===== config.mk =====
export PLATFORM = sky130hd
export DESIGN_NAME = memory_arbiter
export DESIGN_NICKNAME = d
export VERILOG_FILES = /design/src/rtl/memory_arbiter.sv
export SDC_FILE = /design/constraint.sdc
export NUM_CORES = 1
export LEC_CHECK = 0
export CORE_AREA = 2 2 103 105
export DETAILED_ROUTE_END_ITERATION = 7
export DIE_AREA = 0 0 105 107
export GPL_TIMING_DRIVEN = 0
export SYNTH_ARGS = -nofsm -noshare
export SYNTH_HDL_FRONTEND = slang
export SYNTH_SLANG_ARGS = --single-unit

===== constraint.sdc =====
create_clock -name CLK -period 1.7 [get_ports CLK]
set_clock_uncertainty 0.1 [all_clocks]
set_input_delay 0.17 -clock CLK [delete_from_list [all_inputs] [get_ports CLK]]
set_output_delay 0.17 -clock CLK [all_outputs]
set_load 0.02 [all_outputs]

===== src/rtl/memory_arbiter.sv =====
// Arbitrates the single RAM port between the instruction and data miss paths.
// Data wins by default; a streak counter forces an instruction grant after MAX_DSTREAK data grants.
module memory_arbiter #(
    parameter int ADDR_W      = 32,
    parameter int DATA_W      = 32,
    parameter int MAX_DSTREAK = 4
) (
    input  logic              CLK,
    input  logic              RST,
    input  logic              iREN,
    input  logic [ADDR_W-1:0] iaddr,
    output logic [DATA_W-1:0] iload,
    output logic              iwait,
    input  logic              dREN,
    input  logic              dWEN,
    input  logic [ADDR_W-1:0] daddr,
    input  logic [DATA_W-1:0] dstore,
    output logic [DATA_W-1:0] dload,
    output logic              dwait,
    output logic              ramREN,
    output logic              ramWEN,
    output logic [ADDR_W-1:0] ramaddr,
    output logic [DATA_W-1:0] ramstore,
    input  logic [DATA_W-1:0] ramload,
    input  logic [1:0]        ramstate
);

    localparam int SW = (MAX_DSTREAK < 2) ? 1 : $clog2(MAX_DSTREAK + 1);
    localparam logic [SW-1:0] DSTREAK_MAX = SW'(MAX_DSTREAK);

    typedef enum logic [1:0] {IDLE, IGNT, DGNT} state_t;

    state_t        state, state_nxt;
    logic [SW-1:0] dstreak;
    logic          d_req;
    logic          done;
    logic          i_aged;

    // ACCESS (10) and ERROR (11) both end the transaction.
    assign done   = ramstate[1];
    assign d_req  = dREN | dWEN;
    assign i_aged = iREN && (MAX_DSTREAK != 0) && (dstreak == DSTREAK_MAX);

    assign iload = ramload;
    assign dload = ramload;

    always_ff @(posedge CLK or posedge RST) begin
        if (RST) begin
            state   <= IDLE;
            dstreak <= '0;
        end else begin
            state <= state_nxt;
            if (state == IDLE && state_nxt == IGNT) begin
                dstreak <= '0;
            end else if (state == DGNT && d_req && done) begin
                if (!iREN)
                    dstreak <= '0;
                else if (dstreak != DSTREAK_MAX)
                    dstreak <= dstreak + SW'(1);
            end
        end
    end

    always_comb begin
        state_nxt = state;
        ramREN    = 1'b0;
        ramWEN    = 1'b0;
        ramaddr   = '0;
        ramstore  = '0;
        iwait     = 1'b1;
        dwait     = 1'b1;
        case (state)
            IDLE: begin
                if (d_req && !i_aged)
                    state_nxt = DGNT;
                else if (iREN)
                    state_nxt = IGNT;
            end
            IGNT: begin
                ramaddr = iaddr;
                // A withdrawn request (flush) drops the strobe without a wait-low pulse.
                if (!iREN) begin
                    state_nxt = IDLE;
                end else begin
                    ramREN = 1'b1;
                    if (done) begin
                        iwait     = 1'b0;
                        state_nxt = IDLE;
                    end
                end
            end
            DGNT: begin
                ramaddr  = daddr;
                ramstore = dstore;
                if (!d_req) begin
                    state_nxt = IDLE;
                end else begin
                    ramWEN = dWEN;
                    ramREN = dREN & ~dWEN;
                    if (done) begin
                        dwait     = 1'b0;
                        state_nxt = IDLE;
                    end
                end
            end
            default: state_nxt = IDLE;
        endcase
    end

endmodule


### After elaboration in Yosys (flattened, before gate mapping)

Cells that the tools add are included.

| storage, ports and cells | value |
|---|---|
| bits in registers | 5 |
| bits of input ports | 135 |
| output and inout bits | 132 |
| logic and storage cells | 43 |

| operators by class | value |
|---|---|
| add/sub/neg operators | 1 |
| equality and inequality tests | 6 |
| mux-type cells | 22 |
| bitwise operators | 3 |
| reduce and logical (&&, ||, !) cells | 9 |

Operator list:

| kind | count |
|---|---|
| 32-bit case mux with 2 select lines | 1 |
| 32-bit 2-to-1 mux | 1 |
| 3-bit 2-to-1 mux | 4 |
| 2-bit 2-to-1 mux | 5 |
| 1-bit 2-to-1 mux | 9 |
| 2-bit case mux with 3 select lines | 1 |
| 1-bit logical AND | 5 |
| 2-bit by 1-bit == test with 1-bit output, second input constant | 2 |
| 3-bit by 1-bit adder with 3-bit output, second input constant | 1 |
| 3-bit == test, second input constant | 1 |
| 3-bit by 1-bit inequality test with 1-bit output, second input constant | 1 |
| 3-bit inequality test, second input constant | 1 |
| 2-bit == test, second input constant | 1 |
| 2-bit zero test | 1 |
| 1-bit case mux with 2 select lines | 1 |
| 2-bit AND reduction | 1 |
| 2-bit nonzero test | 1 |
| 1-bit bitwise AND | 1 |
| 1-bit zero test | 1 |
| 1-bit inverter | 1 |
| 1-bit bitwise OR | 1 |

### Logic depth before layout (Yosys ltp)

Gate-level depths: netlist of the first run.

| depth | value |
|---|---|
| depth after elaboration | 10 |
| depth in mapped cells | 7 |
| mapped depth without buffers | 6 |

### Worst setup path before layout of the first run

OpenSTA, ideal clock, no wires.

| path | value |
|---|---|
| kind | register to output |
| start | register state[0] |
| end | output port ramREN |
| arrival | 1484 ps |
| data required time | 1430 ps |
| slack | -54 ps |
| stages on the path, launching flop included | 7 |
| path through | dfrtp_1 inv_1 ha_1 buf_2 buf_4 nand3b_1 a21boi_1 |

| on the way | value |
|---|---|
| word-level cells in the longest chain between the ends | 2 |

Ends and longest elaborated chain:

| element | RTL line | text |
|---|---|---|
| start, declared | 33 | `state_t state, state_nxt;` |
| start signal, assigned | 52 | `state <= state_nxt;` |
| 2-bit == test or 2-bit by 1-bit == test with 1-bit output (tied branches) | 72 | `case (state)` |
| 1-bit case mux with 2 select lines * | 72 |  |
| end, declared | 20 | `output logic ramREN,` |

Every way passes the cells marked *; elsewhere a longest branch is shown, timed or not.

### Worst setup path in the final report of the first run

| path | value |
|---|---|
| start | register state[1] |
| end | output port ramaddr[20] |

| on the way | value |
|---|---|
| word-level cells in the longest chain between the ends | 2 |

Ends and longest elaborated chain:

| element | RTL line | text |
|---|---|---|
| 2-bit == test or 2-bit by 1-bit == test with 1-bit output (tied branches) | 72 |  |
| 32-bit case mux with 2 select lines * | 72 |  |
| end, declared | 22 | `output logic [ADDR_W-1:0] ramaddr,` |

Marks and branches as above.

==> out/metrics.yaml, run 1 <==
async_flop_share_pct: 100
numClockSinks: 5
synth_seq_cells: 5
path_common_cell: "buf_6"
seq_area_frac_synth_pct: 7.69
die_y_um: 107
slowest_stage: "dfrtp_2"
violations: "setup timing"
syn_to_final_growth_pct: 196
synth_top_area_cell: "buf_4"
crit_path_max_fanout: 10
p_per_area_mw_per_mm2: 1120
antenna_found_initial: 0
p_leak_nw: 2.04
root_buffer: "clkbuf_8"
dp_hpwl_mm: 7.61
path_cells: "ha_4, buf_6, clkbuf_16, a22oi_2, nor2b_2, buf_6"
yosysMostFrequentCell: "buf_4"
diodes: 0
period_share_pct: 105
grt_usage_pct: 15.3
critPathLaunchType: "flip-flop"
synthTopCellsByCount: "65 x buf_4, 33 x and2_1, 32 x a22oi_1, 32 x nor2b_1, 9 x clkbuf_1"
clock_latency_ps: 220
crit_type: "flip-flop to primary output"
max_freq_ghz: 0.560
gp_congestion: 0.801
start_util_pct: 16.1
synthCells: 226
cp-end-kind: "primary output"
place_ws_ps: -781
layout_setup_ws_ps: -87.2
slowest_delay_ps: 430
syn_area_mm2: 0.00163
drive_gt1_share_pct: 53.7
hold_viol: 0
grt_pass1_wl_mm: 13.9
cts_hold_buf: 0
regToRegEndpoint: "dstreak[1]"
fin_util_pct: 47.7
fp.dieArea_mm2: 0.0112
path_buf_inv: 3
clock_path_buffers: 2
period_needed_ps: 1790
via_per_inst: 4.03
htree_num_levels: 1
rsz0062_at_grt: "true"
grt_overflow: 0
maxCapViolations: 0
drt_pass1_iterations: 3
synth_enable_flop_cells: 0
drt_iter0_markers: 69
coreArea_mm2: 0.0101
syn_area_per_cell_um2: 7.20
status: "finished with violations"
wl_per_cell_um: 15.2
slew_viol_final: 0
netlist_top_cells_area: "buf_4 30%, a22oi_1 15%, and2_1 13%, nor2b_1 12%, dfrtp_1 7.7%"
cp.arrival_ps: 1520
synthFlopType: "dfrtp_1"
grt_pass1_vias: 2525
max_slew.worst_pin.slew_ps: 307
yosys.area.top_type_share_pct: 30.0
drt-total-wl_mm: 9.36
path_clk_slew_ps: 30
yosys_warnings: 0
tns_ps: -2700
ant_nets: 0
rows: 37
final_nets: 621
ir_worst_vdd_uv: 615
setup_viol: 53
pin_count: 267
grt_max_degree: 11
reg2reg_depth: 7
relSlewSlack_pct: 79.5
critical-path-top-delay-family: "buffers and inverters"
reg2reg_slack_ps: -30
critPathRequiredTime_ps: 1430
synth.distinct_cells: 27
tritoncts: "done"
hold_path_class: "primary input to async pin"
die_x_um: 105
drc_errors: 0
io_buffers: 233
timing.rr.start: "state[1]"
via_count: 2477
synth_fp_nets: 367
cts_buffers: 3
[cell type report]
class	count	area, um2
fillers	993	5280
repair buffers	250	2490
multi-input cells	136	1260
plain buffers	78	696
well taps	136	170
flip-flops and latches	5	128
clock buffers	4	45.0
inverters	6	25.0
[sequential cells by signal, summed over array words and instances (netlist names)]
name     cells
dstreak      3
state        2
[power breakdown]
part           internal [mW]  switching, mW  total, mW
registers              0.164         0.0483      0.212
clock network          0.161         0.0566      0.217
logic                   2.79           2.17       4.96
[stage by stage]
stage | hold slack (ps) | instances | power (mW) | area [um2]
floorplan | -151 | 226 | 2.27 | 1700
finish | 48.8 | 615 | 5.39 | 4810
detailed placement | 288 | 595 | 3.92 | 4210
global route | 59.6 | 615 | 5.72 | 4810
CTS | 55.3 | 612 | 5.25 | 4730
global placement | 287 | 595 | 3.89 | 4210
[placed cells by master, fill, tap and decap left out, drive strengths merged, types with 3 or more instances in the layout]
master,synthesis,layout
ha,6,6
clkbuf,9,11
inv,6,6
and2,33,33
o21ai,3,3
clkdlybuf4s50,0,165
a22oi,32,32
a21oi,7,7
nor3,3,3
nand3b,5,5
dfrtp,5,5
nor2b,32,32
buf,70,156
nand2,3,3
[repair_timing]
item                       in CTS  in global routing
gates resized for setup       461                 23
setup endpoints to repair      73                 70
cloned                          4                  0
pin swaps                       6                  4
setup buffers                  10                  3
[worst max-delay path by stage]
| stage | cells past startpoint | slack, ps | startpoint | end |
|---|---|---|---|---|
| 4_1_cts | 6 | -100 | state[0] | ramaddr[9] |
| 2_1_floorplan | 6 | 40 | state[0] | ramREN |
| 3_3_place_gp | 6 | -800 | state[0] | ramaddr[15] |
| 6_report | 6 | -90 | state[1] | ramaddr[20] |
| 3_5_place_dp | 5 | -780 | state[1] | ramaddr[4] |
| 5_1_grt | 6 | -150 | state[1] | ramaddr[24] |
[layer usage]
layer,vias to the layer above,global-route usage [%],part of all wire (%)
met5,-,0,0
met4,0,1.24,0.93
met3,8,4.92,8.5
met2,117,30.2,56
met1,1148,16.4,35
li1,1204,-,-
[kinds of logic (layout without fill, tap and decap cells)]
group           count (synthesis)  in the layout  share of synthesized area (%)
compound gates                 49             49                           22.2
fa+ha+maj                       6              6                           4.61
simple gates                   81             81                           30.5
buf+inv                        85            338                           35.0
flops                           5              5                           7.69
Note: power is estimated with default switching activity, not from simulation.
==> run 2, diff against run 1 <==
--- a/config.mk
+++ b/config.mk
@@ -5,10 +5,12 @@
 export SDC_FILE = /design/constraint.sdc
 export NUM_CORES = 1
 export LEC_CHECK = 0
-export CORE_AREA = 2 2 103 105
+export CORE_AREA = 2 2 105 107
 export DETAILED_ROUTE_END_ITERATION = 7
-export DIE_AREA = 0 0 105 107
+export DIE_AREA = 0 0 107 109
 export GPL_TIMING_DRIVEN = 0
+export PLACE_DENSITY = 0.7
 export SYNTH_ARGS = -nofsm -noshare
 export SYNTH_HDL_FRONTEND = slang
 export SYNTH_SLANG_ARGS = --single-unit
+export TNS_END_PERCENT = 20
==> constraint.sdc (replaced) <==
create_clock -name CLK -period 2.2 [get_ports CLK]
set_clock_uncertainty 0.1 [all_clocks]
set_input_delay 0.22 -clock CLK [delete_from_list [all_inputs] [get_ports CLK]]
set_output_delay 0.22 -clock CLK [all_outputs]
set_load 0.02 [all_outputs]
==> out/metrics.yaml, run 2 (synthesized netlist as in run 1, its figures left out) <==
slowest_stage: "dfrtp_2"  # unchanged
clock_path_buffers: 2  # unchanged
crit_path_max_fanout: 10  # unchanged
p_per_area_mw_per_mm2: 715  # was 1120 mW/mm2
rows: 38  # was 37
reg2reg_slack_ps: 550  # was -30 ps
gp_congestion: 0.745  # was 0.801
regToRegEndpoint: "dstreak[2]"  # was dstreak[1]
hold_path_class: "primary input to async pin"  # unchanged
critPathLaunchType: "flip-flop"  # unchanged
die_x_um: 107  # was 105 um
setup_viol: 0  # was 53
diodes: 0  # unchanged
layout_setup_ws_ps: 99.8  # was -87.2 ps
coreArea_mm2: 0.0106  # was 0.0101 mm2
pin_count: 267  # unchanged
largest_reg_flops: 3  # unchanged
slowest_delay_ps: 420  # was 430 ps
syn_to_final_growth_pct: 151  # was 196%
reg_top3: "dstreak: 3 flops, state: 2 flops"  # unchanged
p_switching_mw: 1.46  # was 2.27 mW
final_nets: 604  # was 621
ant_nets: 0  # unchanged
tritoncts: "done"  # unchanged
critPathRequiredTime_ps: 1880  # was 1430 ps
power_frac_clock_pct: 5.9  # was 4.0%
via_per_inst: 3.92  # was 4.03
max_slew.worst_pin.slew_ps: 346  # was 307 ps
period_share_pct: 95.5
numClockSinks: 5  # unchanged
grt_usage_pct: 12.3  # was 15.3%
dp_hpwl_mm: 6.87  # was 7.61 mm
reg2reg_depth: 6  # was 7
p_sw_share_pct: 49.9  # was 42.2%
final_cell_mix: "166 x clkdlybuf4s50_1, 68 x buf_4, 33 x and2_1"  # was 165 x clkdlybuf4s50_1, 87 x buf_4, 47 x buf_6
grt_overflow: 0  # unchanged
hold_viol: 0  # unchanged
crit_type: "flip-flop to primary output"  # unchanged
antenna_found_initial: 0  # unchanged
grt_pass1_vias: 2271  # was 2525
period_needed_ps: 2100
place_ws_ps: -441  # was -781 ps
path_buf_inv: 3  # unchanged
via_count: 2357  # was 2477
postCtsSetupBuffers: 0  # was 10
grt_pass1_wl_mm: 11.5  # was 13.9 mm
layout_commonest_cell: "clkdlybuf4s50_1"  # unchanged
root_buffer: "clkbuf_8"  # unchanged
drt_pass1_iterations: 4  # was 3
io_buffers: 233  # unchanged
maxCapViolations: 0  # unchanged
cp-end-kind: "primary output"  # unchanged
cts_buffers: 3  # unchanged
path_clk_slew_ps: 40  # was 30 ps
top_register: "dstreak"  # unchanged
power.total_mw: 2.93  # was 5.39 mW
cts_hold_buf: 0  # unchanged
fp.dieArea_mm2: 0.0117  # was 0.0112 mm2
drt-total-wl_mm: 8.06  # was 9.36 mm
start_util_pct: 15.4  # was 16.1%
max_freq_ghz: 0.476
drt_iter0_markers: 101  # was 69
cts-resized-gates: 112  # was 461
p_leak_nw: 1.80  # was 2.04 nW
die_y_um: 109  # was 107 um
slew_viol_final: 0  # unchanged
rsz0062_at_grt: "true"  # unchanged
wl_per_cell_um: 13.4  # was 15.2 um
path_cells: "inv_2, ha_4, clkbuf_4, a22oi_1, nor2b_1, dlygate4sd2_1"  # was ha_4, buf_6, clkbuf_16, a22oi_2, nor2b_2, buf_6
critical-path-top-delay-family: "buffers and inverters"  # unchanged
relSlewSlack_pct: 76.9  # was 79.5%
grt_max_degree: 11  # unchanged
pwr-share-comb_pct: 88.2  # was 92.0%
power.internal_mw: 1.47  # was 3.11 mW
status: "complete, no violations"  # was finished with violations
ir_worst_vdd_uv: 282  # was 615 uV
drc_errors: 0  # unchanged
cp.arrival_ps: 1780  # was 1520 ps
timing.rr.start: "dstreak[0]"  # was state[1]
htree_num_levels: 1  # unchanged
drive_gt1_share_pct: 27.7  # was 53.7%
seqPwrFrac_pct: 5.9  # was 3.9%
clock_latency_ps: 220  # about the same
-- run 2: final cells by class --
cell class	count	area, um2
multi-input combinational	136	981
inverter	6	22.5
tap	140	175
fill	1104	6510
timing repair buffer	233	2170
sequential	5	128
clock buffer	4	45.0
buffer	78	574
-- run 2: layer usage --
metal	routed length [um]	share of wire (%)	vias up	track usage, %
met1	3010	37	1049	12.7
met2	4340	54	129	25.0
met4	96	1.2	0	3.71
li1	-	-	1171	-
met5	0	0	-	0
met3	618	7.7	8	2.21
-- run 2: worst max-delay path by stage --
stage,startpoint,end,slack [ps],depth (start not counted)
global route,state[0],ramaddr[6],-2,6
global placement,state[1],ramaddr[14],-380,7
detailed placement,state[1],ramaddr[14],-440,7
finish,state[0],ramaddr[6],100,6
CTS,state[0],ramaddr[28],0.3,7
floorplan,state[0],ramREN,400,6
-- run 2: power groups by stage --
stage	clock network (mW)	logic [mW]	registers, mW
final	0.173	2.58	0.173
after detailed placement	0	2.77	0.163
after floorplan	0	1.50	0.152
after CTS	0.179	2.65	0.171
after global placement	0	2.72	0.156
after global routing	0.190	2.79	0.179
-- run 2: stage by stage --
step	hold WS (ps)	cell area (um2)	utilization [%]	TNS (ps)	cells
after floorplan	-101	1630	-	0	226
after global placement	335	4140	39.0	-19000	599
after detailed placement	329	4140	39.0	-22510	599
after CTS	95.7	4190	39.5	0	602
after global routing	115	4090	38.6	-2.06	602
final	91.0	4090	38.6	0	602
==> patch 1, RTL diff (config.mk and constraints of run 1) <==
Change the parameter `DATA_W` from 32 to 16.
--- a/src/rtl/memory_arbiter.sv
+++ b/src/rtl/memory_arbiter.sv
@@ -2,7 +2,7 @@
 // Data wins by default; a streak counter forces an instruction grant after MAX_DSTREAK data grants.
 module memory_arbiter #(
     parameter int ADDR_W      = 32,
-    parameter int DATA_W      = 32,
+    parameter int DATA_W      = 16,
     parameter int MAX_DSTREAK = 4
 ) (
     input  logic              CLK,
Ports: changed (5 resized); port bits go from 267 to 187. No check against the original RTL was run, so the function may have changed too.
==> patch 1 against run 1 <==
The run still ends with negative setup slack left; sequential power is 2% higher; wire length is 25% lower; area after synthesis is 20% lower; sequential cell count stayed put; setup slack worse by 66 ps; core utilization is 8.9 points lower; design area is 19% lower; power is 13% lower; critical path type unchanged; critical endpoint is now ramaddr[30].
==> patch 1: results (changes against run 1) <==
status=finished with violations (unchanged); violations in the final reports=negative setup slack (unchanged); placed wire-length estimate=5190 µm (was 7610 µm); critical path endpoint=ramaddr[30] (was ramaddr[20]); endpoints failing setup=40 (was 53); net count of the mapped netlist=286 (was 367); R2R cell count=8 (was 7); startpoint of the most critical register-to-register path=state[0] (was state[1]); number of vias after detailed routing=2001 (was 2477); met3 Use GR=2.61% (was 4.92%); leading post-synthesis cells by instance count=sky130_fd_sc_hd__a22oi_1, sky130_fd_sc_hd__buf_4, sky130_fd_sc_hd__nor2b_1 (was sky130_fd_sc_hd__buf_4, sky130_fd_sc_hd__and2_1, sky130_fd_sc_hd__a22oi_1, sky130_fd_sc_hd__nor2b_1, sky130_fd_sc_hd__clkbuf_1); cell count after placement=482 (was 595); average vias per placed instance=3.95 (was 4.03); number of distinct library cell variants in the gate-level netlist after synthesis=28 (was 27); GPL Wtd Cong=0.738 (was 0.801); PnR worst setup slack=-153 ps (was -87.2 ps); post-route setup TNS=-4430 ps (was -2700 ps); count of filler cells inserted in the layout=1030 (was 993); register-to-register setup slack=0 ps (was -30 ps); worst-case vdd ir drop=392 µV (was 615 µV); IO Port Bufs=169 (was 233); cell types occupying the most area after synthesis=sky130_fd_sc_hd__a22oi_1, sky130_fd_sc_hd__buf_4, sky130_fd_sc_hd__nor2b_1 (was sky130_fd_sc_hd__buf_4, sky130_fd_sc_hd__a22oi_1, sky130_fd_sc_hd__and2_1); First DRT Iteration DRCs=32 (was 69); ratio of cells with drive above 1 in the final layout=50.1% (was 53.7%); global-route wire length before repair=10300 µm (was 13900 µm); sequential share of the synthesized area=9.63% (was 7.69%); headroom to the max-slew limit=80.0% (was 79.5%)
[patch 1: changes by cell type in the layout (fill, tap and decap cells not counted), sizes merged]
cell           delta
buf              -46
clkdlybuf4s50    -48
and2             -16
clkbuf            +2
[patch 1: layout make-up]
| cell class | instances | share of cell area (%) |
|---|---|---|
| Inverter | 6 | 0.638 |
| Multi-Input combinational cell | 120 | 28.6 |
| Timing Repair Buffer | 192 | 51.1 |
| Tap cell | 136 | 4.34 |
| Clock buffer | 4 | 1.15 |
| Buffer | 44 | 10.9 |
| Sequential cell | 5 | 3.22 |
[patch 1: critical path: cells and delay by family (launching register included)]
family | cells | cell delay, ps
AO/OA/AOI/OAI | 1 | 60
adder cells (fa/ha/maj) | 1 | 300
buffers and inverters | 3 | 390
flip-flops | 1 | 440
AND/OR/NAND/NOR | 1 | 160
[patch 1: cell families after synthesis]
| family | synth area share [%] |
|---|---|
| buffers and inverters | 25.4 |
| flip-flops | 9.63 |
| AO/OA/AOI/OAI | 28.2 |
| AND/OR/NAND/NOR | 30.9 |
| adder cells (fa/ha/maj) | 5.78 |
[patch 1: metal layers]
| metal | part of all wire, % | up-vias |
|---|---|---|
| li1 | - | 975 |
| met1 | 36 | 931 |
| met2 | 56 | 91 |
| met3 | 7.3 | 4 |
| met4 | 0.57 | 0 |
| met5 | 0 | - |
[patch 1: how the worst min path moves through the flow]
stage          slack, ps  cells past startpoint    endpoint  startpoint
3_3_place_gp         300                      2    state[1]         RST
2_1_floorplan       -150                      1  dstreak[0]         RST
6_report              50                      2    state[0]         RST
4_1_cts               50                      2    state[0]         RST
3_5_place_dp         280                      2    state[0]         RST
5_1_grt               90                      2    state[0]         RST
[patch 1: timing repair]
item	4_1_cts	5_1_grt
gates cloned	5	3
resized for setup	375	34
setup endpoints to repair	55	57
pin swaps	12	22
setup buffers	11	4
endpoints found under the hold margin	0	0
[patch 1: power breakdown]
part	internal, W	switching, W	leakage [nW]
Clock	0.000161	0.0000535	0.0228
Sequential	0.000163	0.0000535	0.0645
Combinational	0.00242	0.00181	1.50
Total	0.00274	0.00192	1.59
[patch 1: metrics by stage]
stage	util [%]	setup WS, ps	hold WS [ps]
finish	38.8	-153	45.5
detailed placement	31.3	-734	281
global placement	31.3	-729	299
CTS	36.8	-195	47.3
global route	38.8	-230	92.0
floorplan	-	60.6	-151
==> patch 2, RTL diff (config.mk and constraints of run 1) <==
Made on the original files. The 3 states of `state_t` get a one-hot encoding in 3 bits.
--- a/src/rtl/memory_arbiter.sv
+++ b/src/rtl/memory_arbiter.sv
@@ -28,7 +28,7 @@
     localparam int SW = (MAX_DSTREAK < 2) ? 1 : $clog2(MAX_DSTREAK + 1);
     localparam logic [SW-1:0] DSTREAK_MAX = SW'(MAX_DSTREAK);
 
-    typedef enum logic [1:0] {IDLE, IGNT, DGNT} state_t;
+    typedef enum logic [2:0] {IDLE = 3'b001, IGNT = 3'b010, DGNT = 3'b100} state_t;
 
     state_t        state, state_nxt;
     logic [SW-1:0] dstreak;
Formal check against the unedited RTL: no difference found for any inputs over 10 cycles, from zero or initial values and one cycle with RST high; not proved beyond that.
==> patch 2 against run 1 <==
Wire length down 13%; power down 38%; cell count down 6.0%; sequential cell count up 1; fmax down 4.4%; setup slack worse by 82 ps; largest cell class unchanged; highest routed layer unchanged; the run still ends with negative setup slack left; area after synthesis down 7.9%; design area down 8.7%; global-route usage down 2.4 points.
==> patch 2: results (changes against run 1) <==
status=finished with violations (unchanged); violations in the final reports=negative setup slack (unchanged); number of standard cells in the final layout excluding fillers=578 (was 615); static leakage power=2.02 nW (was 2.04 nW); final wirelength=8100 µm (was 9360 µm); leading post-synthesis cells by instance count=sky130_fd_sc_hd__buf_4, sky130_fd_sc_hd__and2_1, sky130_fd_sc_hd__a22o_1 (was sky130_fd_sc_hd__buf_4, sky130_fd_sc_hd__and2_1, sky130_fd_sc_hd__a22oi_1, sky130_fd_sc_hd__nor2b_1, sky130_fd_sc_hd__clkbuf_1); fraction of area in clock buffers and inverters=1.03% (was 0.936%); Tot Pwr=0.00334 W (was 0.00539 W); first-pass iteration count of the detailed router=4 (was 3); Critical-path top delay cell=sky130_fd_sc_hd__dfstp_2 (was sky130_fd_sc_hd__dfrtp_2); placement-stage cell area=0.00399 mm² (was 0.00421 mm²); Final non-clock buffer share=72.1% (was 66.2%); power per cell area=761 mW/mm² (was 1120 mW/mm²); switching power summed over all nets=0.00134 W (was 0.00227 W); relative contribution of sequential cells to total power=8.0% (was 3.9%); R2R cell count=5 (was 7); largest cell class by area=non-clock buffers (unchanged); cell count after placement=557 (was 595); placed wire-length estimate=6670 µm (was 7610 µm); share of the final layout cell area in sequential cells=3.50% (was 2.65%); Critical Path Start=state[0] (was state[1]); count of filler cells inserted in the layout=1023 (was 993); worst-case vdd ir drop=444 µV (was 615 µV); Top Registers=dstreak x3, state x3 (was dstreak x3, state x2); Crit path largest cell delay=550 ps (was 430 ps); IO Port Bufs=232 (was 233); complex-gate fraction of the synthesized area=25.8% (was 22.2%); multi-input gate area in the final layout=830 µm² (was 0.00126 mm²); worst slack at placement=-663 ps (was -781 ps); post-route setup TNS=-7960 ps (was -2700 ps); PnR worst setup slack=-169 ps (was -87.2 ps); endpoints failing setup=65 (was 53); Signal inverters=7 (was 6); average vias per placed instance=3.86 (was 4.03); cell family contributing the most delay on the critical path=flip-flops (was buffers and inverters); global-route wire length before repair=11900 µm (was 13900 µm); sequential share of the synthesized area=10.1% (was 7.69%); cell types occupying the most area after synthesis=sky130_fd_sc_hd__buf_4, sky130_fd_sc_hd__a22o_1, sky130_fd_sc_hd__and2_1 (was sky130_fd_sc_hd__buf_4, sky130_fd_sc_hd__a22oi_1, sky130_fd_sc_hd__and2_1); net count of the mapped netlist=326 (was 367); ratio of cells with drive above 1 in the final layout=42.8% (was 53.7%); Multi-In Gates=101 (was 136); First DRT Iteration DRCs=49 (was 69); commonest register cell after synthesis=sky130_fd_sc_hd__dfrtp_1 (unchanged); reported combinational group power=0.00285 W (was 0.00496 W); Post-Synthesis Mean Instance Area=7.93 µm² (was 7.20 µm²); count of plain and timing-repair buffers=324 (was 328); actual slew at the worst max-slew pin=473 ps (was 307 ps); count of state elements after synthesis=6 (was 5); number of distinct library cell variants in the gate-level netlist after synthesis=37 (was 27); GPL Wtd Cong=0.728 (was 0.801); GR Util All Layers=12.9% (was 15.3%); vias in the first global route=2230 (was 2525); signal arrival time at the worst endpoint=1600 ps (was 1520 ps); critical path fanouts, max=6 (was 10); area share of fa/ha/maj cells after synthesis=1.67% (was 4.61%)
[patch 2: changes by cell type in the layout (fill, tap and decap cells not counted), sizes merged, moves of 3 or more]
cell,before,now
a21oi,7,1
a22o,0,32
nor2b,32,0
nand3b,5,2
nand2b,0,3
clkbuf,11,5
ha,6,2
a22oi,32,0
[patch 2: path summary, 6_finish.rpt]
path / endpoint / slack, ps
worst max-delay path: ramREN / -170
worst min-delay path: dstreak[1] / 70
worst max register to register: dstreak[0] / 50
worst min register to register: dstreak[0] / 470
max in group asynchronous: state[0] / 1170
min in group CLK: state[1] / 260
[patch 2: what timing repair did]
action	4_1_cts	5_1_grt
hold buffers	0	0
resized for setup	345	87
endpoints found under the setup margin	68	69
setup buffers	9	4
endpoints found under the hold margin	0	0
pin swaps	3	7
cloned	4	1
[patch 2: routing by layer]
layer	global-route usage, %	wire length, µm	vias to the layer above
li1	-	-	1100
met4	0.857	14	0
met3	2.86	758	2
met5	0	0	-
met2	26.1	4460	142
met1	14.1	2860	986
